--- config.mk ---
export PLATFORM = sky130hd
export DESIGN_NAME = mem_hs_pipe
export DESIGN_NICKNAME = d
export VERILOG_FILES = /design/src/rtl/mem_hs_pipe_pkg.sv /design/src/rtl/mem_rd_pipe.sv /design/src/rtl/mem_hs_pipe.sv
export SDC_FILE = /design/constraint.sdc
export NUM_CORES = 1
export LEC_CHECK = 0
export CORE_MARGIN = 2
export CORE_UTILIZATION = 45
export CTS_CLUSTER_SIZE = 16
export DETAILED_ROUTE_END_ITERATION = 10
export SYNTH_ARGS = -nofsm -noshare
export SYNTH_HDL_FRONTEND = slang
export SYNTH_SLANG_ARGS = --single-unit
--- constraint.sdc ---
create_clock -name clk_i -period 3.3 [get_ports clk_i]
set_input_delay 0.495 -clock clk_i [delete_from_list [all_inputs] [get_ports clk_i]]
set_output_delay 0.495 -clock clk_i [all_outputs]
set_load 0.005 [all_outputs]
--- src/rtl/mem_hs_pipe_pkg.sv ---
// Shared definitions for the handshake memory: state encoding, default
// geometry reused by the testbench, and parameter legality helpers.
package mem_hs_pipe_pkg;

    localparam int unsigned DEF_WIDTH      = 16;
    localparam int unsigned DEF_DEPTH      = 64;
    localparam int unsigned DEF_ADDR_WIDTH = 6;
    localparam int unsigned DEF_RD_LAT     = 1;

    localparam int unsigned RD_LAT_MIN = 1;
    localparam int unsigned RD_LAT_MAX = 4;

    typedef enum logic {
        ST_IDLE  = 1'b0,
        ST_CLEAR = 1'b1
    } state_e;

    // True when a read latency lies in the supported pipeline range.
    function automatic bit rd_lat_ok(input int unsigned lat);
        return (lat >= RD_LAT_MIN) && (lat <= RD_LAT_MAX);
    endfunction

    // True when the address width can reach every word of the array.
    function automatic bit addr_width_ok(input int unsigned aw, input int unsigned depth);
        return (64'd1 << aw) >= 64'(depth);
    endfunction

endpackage

--- src/rtl/mem_rd_pipe.sv ---
// Read-response pipeline: RD_LAT stages carrying {valid, err, data}.
// Data in each stage only moves with a valid response, so the last stage
// holds the previous response value between strobes.
module mem_rd_pipe #(
    parameter int unsigned WIDTH  = 16,
    parameter int unsigned RD_LAT = 1
) (
    input  logic             clk_i,
    input  logic             rst_i,
    input  logic             in_valid_i,
    input  logic             in_err_i,
    input  logic [WIDTH-1:0] in_data_i,
    output logic             out_valid_o,
    output logic             out_err_o,
    output logic [WIDTH-1:0] out_data_o
);

    logic [RD_LAT-1:0] valid_q;
    logic [RD_LAT-1:0] err_q;
    logic [WIDTH-1:0]  data_q [RD_LAT];

    // Shift responses one stage per cycle; reset flushes everything in flight.
    always_ff @(posedge clk_i or negedge rst_i) begin
        if (!rst_i) begin
            valid_q <= '0;
            err_q   <= '0;
            for (int i = 0; i < int'(RD_LAT); i++) begin
                data_q[i] <= '0;
            end
        end else begin
            valid_q[0] <= in_valid_i;
            err_q[0]   <= in_valid_i && in_err_i;
            if (in_valid_i) begin
                data_q[0] <= in_data_i;
            end
            for (int i = 1; i < int'(RD_LAT); i++) begin
                valid_q[i] <= valid_q[i-1];
                err_q[i]   <= err_q[i-1];
                if (valid_q[i-1]) begin
                    data_q[i] <= data_q[i-1];
                end
            end
        end
    end

    assign out_valid_o = valid_q[RD_LAT-1];
    assign out_err_o   = err_q[RD_LAT-1];
    assign out_data_o  = data_q[RD_LAT-1];

endmodule

--- src/rtl/mem_hs_pipe.sv ---
// Single-port valid/ready memory with byte strobes, pipelined read
// responses, out-of-range error strobes and a self-timed clear sweep.
module mem_hs_pipe
    import mem_hs_pipe_pkg::*;
#(
    parameter int unsigned WIDTH      = DEF_WIDTH,
    parameter int unsigned DEPTH      = DEF_DEPTH,
    parameter int unsigned ADDR_WIDTH = DEF_ADDR_WIDTH,
    parameter int unsigned RD_LAT     = DEF_RD_LAT
) (
    input  logic                  clk_i,
    input  logic                  rst_i,
    input  logic                  valid_i,
    output logic                  ready_o,
    input  logic                  wr_rd_en_i,
    input  logic [ADDR_WIDTH-1:0] addr_i,
    input  logic [WIDTH-1:0]      wdata_i,
    input  logic [WIDTH/8-1:0]    wstrb_i,
    output logic [WIDTH-1:0]      rdata_o,
    output logic                  rvalid_o,
    output logic                  err_o,
    input  logic                  clear_i,
    output logic                  busy_o
);

    localparam int unsigned            NBYTES    = WIDTH / 8;
    localparam logic [ADDR_WIDTH:0]    DEPTH_LIM = (ADDR_WIDTH+1)'(DEPTH);
    localparam logic [ADDR_WIDTH-1:0]  LAST_ADDR = ADDR_WIDTH'(DEPTH - 1);

    // Elaboration-time parameter checks.
    if (!rd_lat_ok(RD_LAT)) begin : g_bad_rd_lat
        $error("mem_hs_pipe: RD_LAT must lie in 1..4");
    end
    if ((WIDTH % 8) != 0) begin : g_bad_width
        $error("mem_hs_pipe: WIDTH must be a multiple of 8");
    end
    if (!addr_width_ok(ADDR_WIDTH, DEPTH)) begin : g_bad_addr_width
        $error("mem_hs_pipe: ADDR_WIDTH too small for DEPTH");
    end

    state_e                state_q, state_d;
    logic [ADDR_WIDTH-1:0] cnt_q, cnt_d;
    logic                  rdy_en_q;
    logic                  wr_err_q;
    logic [WIDTH-1:0]      mem_q [DEPTH];

    logic             in_range;
    logic             accept;
    logic             wr_fire;
    logic             rd_fire;
    logic [WIDTH-1:0] rd_data;
    logic             pipe_err;

    // Comparison is done one bit wider so DEPTH == 2**ADDR_WIDTH still works.
    assign in_range = {1'b0, addr_i} < DEPTH_LIM;
    assign ready_o  = rdy_en_q && (state_q == ST_IDLE) && !clear_i;
    assign accept   = valid_i && ready_o;
    assign wr_fire  = accept && wr_rd_en_i;
    assign rd_fire  = accept && !wr_rd_en_i;
    assign rd_data  = in_range ? mem_q[addr_i] : '0;
    assign busy_o   = (state_q == ST_CLEAR);

    // State, sweep counter, ready enable and write-error strobe registers.
    // NOTE: sequential state uses non-blocking assignments so every register
    // samples the pre-edge values regardless of statement order.
    always_ff @(posedge clk_i or negedge rst_i) begin
        if (!rst_i) begin
            state_q  <= ST_IDLE;
            cnt_q    <= '0;
            rdy_en_q <= 1'b0;
            wr_err_q <= 1'b0;
        end else begin
            state_q  <= state_d;
            cnt_q    <= cnt_d;
            rdy_en_q <= 1'b1;
            wr_err_q <= wr_fire && !in_range;
        end
    end

    // Next-state logic: IDLE serves requests, CLEAR walks every address once.
    // NOTE: defaults first so every path assigns every output and no latch forms.
    always_comb begin
        state_d = state_q;
        cnt_d   = cnt_q;
        case (state_q)
            ST_IDLE: begin
                if (clear_i) begin
                    state_d = ST_CLEAR;
                    cnt_d   = '0;
                end
            end
            ST_CLEAR: begin
                if (cnt_q == LAST_ADDR) begin
                    state_d = ST_IDLE;
                end else begin
                    cnt_d = cnt_q + 1'b1;
                end
            end
            default: state_d = ST_IDLE;
        endcase
    end

    // Storage array: sweep writes zero, accepted in-range writes honour strobes.
    // NOTE: the array has no reset; it is plain RAM initialised only by the sweep.
    always_ff @(posedge clk_i) begin
        if (state_q == ST_CLEAR) begin
            mem_q[cnt_q] <= '0;
        end else if (wr_fire && in_range) begin
            for (int b = 0; b < int'(NBYTES); b++) begin
                if (wstrb_i[b]) begin
                    mem_q[addr_i][8*b +: 8] <= wdata_i[8*b +: 8];
                end
            end
        end
    end

    mem_rd_pipe #(
        .WIDTH  (WIDTH),
        .RD_LAT (RD_LAT)
    ) u_rd_pipe (
        .clk_i       (clk_i),
        .rst_i       (rst_i),
        .in_valid_i  (rd_fire),
        .in_err_i    (!in_range),
        .in_data_i   (rd_data),
        .out_valid_o (rvalid_o),
        .out_err_o   (pipe_err),
        .out_data_o  (rdata_o)
    );

    assign err_o = pipe_err || wr_err_q;

endmodule
## After elaboration in Yosys (flattened, before gate mapping)

Memories as Yosys holds them, arrays and structs flattened. A register that Yosys moved wholly into a read port is not among the register bits.
Cells that the tools add are included.

- Flip-flop bits (word level): 9
- Memory bits (writable): 1024
- Input port bits: 29
- Output and inout bits: 20
- Word-level logic and storage cells: 39
- Memories: 1

- Add/subtract/negate cells: 1
- Eq/ne operators: 3
- Mux-type cells: 19
- Bitwise operators: 1
- Reductions and logical operators: 10

Memories:

| name | depth | bits a word | read ports | clocked after memory_dff | wr ports | RTL line | RTL |
|---|---|---|---|---|---|---|---|
| mem_q | 64 | 16 | 1 | 1 | 1 | mem_hs_pipe.sv:45 | `logic [WIDTH-1:0] mem_q [DEPTH];` |

Operators by type and width:

| operator | count |
|---|---|
| $mux W6 | 3 |
| $mux W16 | 1 |
| $reduce_or A16 Y1 | 1 |
| $mux W1 | 12 |
| $pmux W6 S2 | 1 |
| $add A6 B1 Y6 const B | 1 |
| $eq A6 B6 Y1 const B | 1 |
| $logic_and A1 B1 Y1 | 5 |
| $ne A2 B2 Y1 const B | 2 |
| $logic_not A1 Y1 | 3 |
| $mux W2 | 1 |
| $pmux W1 S2 | 1 |
| $reduce_and A2 Y1 | 1 |
| $not A1 Y1 | 1 |

## Logic depth before layout (Yosys ltp)

- Depth in word-level cells: 10
- Gate-level depth with buffers: 12
- Gate-level depth less buffers: 7

## By module

From an unflattened synthesis, not the netlist that was laid out.

- Cell total of the unflattened synthesis: 1963
- Area, all modules: 41085.7 µm²

By module, submodules not included:

| module | instances | cells each | area each (µm²) | seq. area each (µm²) |
|---|---|---|---|---|
| mem_hs_pipe | 1 | 1926 | 40382.5 | 30949.7 |
| mem_rd_pipe | 1 | 37 | 703.2 | 450.4 |

## Worst setup path after synthesis

No wires, ideal clock.

- Path kind: reg-to-reg
- From: reg state_q, in the netlist busy_o
- To: mem mem_q[0][10], data pin
- Setup time: 0.367 ns
- Data arrival time: 2.396 ns
- Data required time: 2.933 ns
- Slack: 0.537 ns
- Stages on the path, launching flop included: 8
- Path buffers: 3
- Clock period less this slack: 2.763 ns
- Cell sequence: dfrtp_1 -> nor3b_2 -> and3_1 -> buf_2 -> o21a_1 -> buf_2 -> clkbuf_1 -> and2_1

- Cells in the longest elaborated chain, start to end: 10
- Elaborated cells between the ends (all ways): 13
- Classes of those cells: mux (7); bitwise (1); reduce/logical (5)

RTL lines:

| item | RTL line | RTL |
|---|---|---|
| from (decl) | mem_hs_pipe.sv:41 | `state_e state_q, state_d;` |
| from (signal assigned) | mem_hs_pipe.sv:73 | `state_q <= state_d;` |
| $not A1 Y1 (*) | -- |  |
| $logic_and A1 B1 Y1 (*) (2 in a row) | mem_hs_pipe.sv:56 | `assign ready_o = rdy_en_q && (state_q == ST_IDLE) && !clear_i;` |
| net ready_o | mem_hs_pipe.sv:14 | `output logic ready_o,` |
| $logic_and A1 B1 Y1 (*) | mem_hs_pipe.sv:57 | `assign accept = valid_i && ready_o;` |
| $logic_and A1 B1 Y1 (*) | mem_hs_pipe.sv:58 | `assign wr_fire = accept && wr_rd_en_i;` |
| $mux W1 | mem_hs_pipe.sv:108 | `end else if (wr_fire && in_range) begin` |
| $mux W1 | mem_hs_pipe.sv:106 | `if (state_q == ST_CLEAR) begin` |
| $mux W1 (implied by the code) | mem_hs_pipe.sv:111 | `mem_q[addr_i][8*b +: 8] <= wdata_i[8*b +: 8];` |
| $reduce_or A16 Y1 (no line) (*) | -- |  |
| $mux W16 (no line) (*) | -- |  |
| to (decl) | mem_hs_pipe.sv:45 |  |

The timed path passes the listed nets; every way through them passes the cells marked *.

## Worst setup path after layout

- From: reg state_q, in the netlist busy_o
- To: mem mem_q[5][13], enable pin

- Cells in the longest elaborated chain, start to end: 10
- Elaborated cells between the ends (all ways): 16
- Classes of those cells: mux (10); bitwise (1); reduce/logical (5)

RTL lines:

| item | RTL line |
|---|---|
| $not A1 Y1 | -- |
| $logic_and A1 B1 Y1 (2 in a row) | mem_hs_pipe.sv:56 |
| $logic_and A1 B1 Y1 | mem_hs_pipe.sv:57 |
| $logic_and A1 B1 Y1 | mem_hs_pipe.sv:58 |
| $mux W1 | mem_hs_pipe.sv:108 |
| $mux W1 | mem_hs_pipe.sv:106 |
| $mux W1 (implied by the code) | mem_hs_pipe.sv:111 |
| $reduce_or A16 Y1 (no line) | -- |
| $mux W6 (no line) or $mux W2 (tied branches) | -- |

Parallel ways exist; a longest one is shown, timed or not.

==> metrics.txt <==
HPWL Detailed=63000 um; total gr overflow=0; Most common cell on crit path=buf_4; DRC viols=0; Slew Viols, Final=0; reg2reg end=mem_q[5][13]; Tightest Pin Transition=998 ps; Syn Inst Count=between 2000 and 2500; Initial Util=45.3%; Crit Path Max Fanout=9; Layout area overhead=16.1%; fin nets=2385; share of cells above drive strength 1=~23%; die area=about 94000 sq um; Critical-path top delay cell=nor2_1; Clock Tree Buf Depth=3; Die H=approximately 310 um; multiplexer area fraction after synthesis=between 10% and 20%; Synth Area in XOR/XNOR=less than 1%; Power Dens Cells=648 nW/um^2; hold slack=about 210 ps; Top Ports=a little under 50; total track usage=21.1%; Hold Buf Count CTS=0; kind of critical path=reg -> reg; average wire per standard cell=approximately 27 um; Num Clock Sinks=about 1000; Max Clock Skew=26.8 ps; critical path arrival=3450 ps; post_cts resized=0; syn avg cell area=about 19 sq um; DRT iter0 DRCs=about 2300; FFs w/ async S/R, synth=around 2.4%; Root Buffer=clkbuf_16; YS warnings=0; row count=between 100 and 150; clock-pin slew on the worst setup and hold paths=about 60 ps; vias in the first global route=21519; Fill cells=roughly 7200; core area=91400 sq um; Worst path max stage delay=about 610 ps; Tcrit/Tclk final=a little over nine tenths; setup TNS=0 ps; first-pass detailed-route iteration total=5; RSZ-0062 raised after global routing=no; ANT nets after route=0; Pwr Total=31.1 mW; mapped cell area=between 40000 and 50000 sq um; postcts setup bufs=0; Leakage=~15 nW; fin cells=3630; Crit path required time=approximately 3600 ps; Max-Slew Margin vs Limit=about a third; Die Wd=roughly 310 um; Vias=20947; Post-Route WL=between 90000 and 100000 um; largest family of logic cells by synthesized area=multiplexers; cts bufs inserted=106; final hold vios=0; cells along the critical path=nor3b_2 > and3_1 > o21ai_1 > buf_4 > mux2i_1 > buf_4 > or2_2 > nor2_1; Setup crit end kind=register; R2R cell count=8; vias per inst=slightly below 6; syn nets=2158; Yosys reg bits=around 1000; Synth Flop Type=edfxtp_1; CTS tree=built; EDFF count, synth=roughly 1000; initial antenna violation count=3; fin crit period=approximately 3200 ps; setup slack, reg-to-reg=between 100 and 150 ps; H-tree depth=3; run status=finished, final reports clean; Highest Clock Rate=between 300 and 400 MHz; pin count of the biggest net entering global routing=65; Hold WC Path Type=in -> async; first-pass GRT wire length=145000 um; Cell variety after synth=47; Compound-Gate Fraction of Synth Area=approximately 4.3%; number of port buffers=between 40 and 50; Worst VDD drop=approximately 0.47 mV; routability cong.=between 0.8 and 0.9; placed insts=between 3000 and 4000; critical path startpoint category=register; Post-Synth Adder-Cell Area=less than 1%; worst skew pair latency=670 ps; final setup vio count=0; Worst R2R Start=busy_o; Max Cap Viol=0; post-synthesis sequential area ratio=between 70% and 80%; post-synthesis simple-gate area fraction=about 3.3%
-- routing by layer --
layer / vias to the layer above / global-route usage, % / routed length, um
li1: 9143 / - / -
met1: 10894 / 29.6 / 41800
met2: 762 / 33.9 / 47800
met3: 144 / 4.47 / 7560
met4: 4 / 5.14 / 2090
met5: - / 0 / 29
-- final cells by class --
| type | count | area [sq um] | area share, % |
|---|---|---|---|
| tap | 1186 | 1480 | 3.09 |
| antenna | 2 | 5.00 | 0.0104 |
| inverter | 7 | 26.3 | 0.0547 |
| timing repair buffer | 262 | 2490 | 5.19 |
| multi-input combinational | 929 | 9300 | 19.3 |
| sequential | 1049 | 31400 | 65.3 |
| clock inverter | 53 | 438 | 0.911 |
| clock buffer | 142 | 2940 | 6.12 |
-- sequential cells by signal (all words and copies together) (netlist names) --
register,count
u_rd_pipe.out_data_o,16
mem_q,1024
cnt_q,6
u_rd_pipe.out_valid_o,1
busy_o,1
rdy_en_q,1
-- kinds of logic (layout without fill, tap and decap cells) --
group | Yosys count | after routing
xor gates and xnor gates | 2 | 2
and+or+nand+nor | 287 | 287
DFF | 1049 | 1049
AOI/OAI and AO/OA | 238 | 238
muxes | 399 | 399
adders and majority gates | 1 | 1
buffers and inverters | 150 | 464
other | 2 | 4
-- per-stage QoR --
stage | setup WS (ps) | cell area, sq um | utilization [%]
floorplan | 537 | 41400 | -
global placement | -287 | 44700 | 48.9
detailed placement | -306 | 44700 | 48.9
CTS | 167 | 48100 | 52.6
global route | 11.8 | 48100 | 52.6
finish | 135 | 48100 | 52.6
-- cells in the mapped netlist (17+ instances only) --
cell type,count,area share (%)
clkbuf_1,57,0.52
nor2_1,138,1.3
nand3_1,23,0.28
buf_2,50,0.60
buf_4,20,0.36
and2_1,17,0.26
a22oi_1,82,1.5
mux2_2,18,0.49
mux4_2,134,7.3
mux4_1,24,1.5
or2_2,17,0.26
o21ai_0,21,0.25
nor2b_1,42,0.63
a211oi_1,30,0.54
dfrtp_1,25,1.5
nand2_1,19,0.17
edfxtp_1,1024,74
a2111oi_0,17,0.36
mux2i_1,223,5.4
o22ai_1,17,0.26
-- worst max-delay path: cells and delay by family (launching register included) --
family | cells | cell delay (ps)
AND/OR/NAND/NOR | 4 | 1520
flip-flops | 1 | 450
buffers and inverters | 2 | 420
multiplexers | 1 | 280
AO/OA/AOI/OAI | 1 | 100
-- cells in the final DEF, fill, tap and decap left out, types with 17 or more instances in the layout --
cell             netlist  layout
a2111oi_0             17      17
or2_2                 17      17
mux4_1                24      24
o21ai_0               21      21
clkbuf_1              57      24
o22ai_1               17      17
mux4_2               134     134
clkinv_1               0      20
buf_12                 1      32
nor2_1               138     137
nand2_1               19      19
nor2b_1               42      40
clkdlybuf4s50_1        0      44
a211oi_1              30      30
and2_2                 0      17
dfrtp_1               25      25
a22oi_1               82      82
buf_4                 20     183
clkbuf_16              0     109
clkinv_2               0      21
nand3_1               23      23
mux2_2                18      18
mux2i_1              223     223
edfxtp_1            1024    1024
-- power by group --
group          internal, mW  switching, mW
Sequential             15.5          0.390
Clock                  6.71           4.91
Combinational          1.42           2.18
Total                  23.6           7.48
-- worst max-delay path by stage --
stage | from | to | slack, ps
after floorplan | busy_o | mem_q[0][10] | 540
after global placement | clear_i | mem_q[5][9] | -290
after detailed placement | clear_i | mem_q[5][11] | -310
after CTS | busy_o | mem_q[5][12] | 170
after global routing | busy_o | mem_q[63][10] | 10
final | busy_o | mem_q[5][13] | 130
Note: power is estimated with default switching activity, not from simulation.
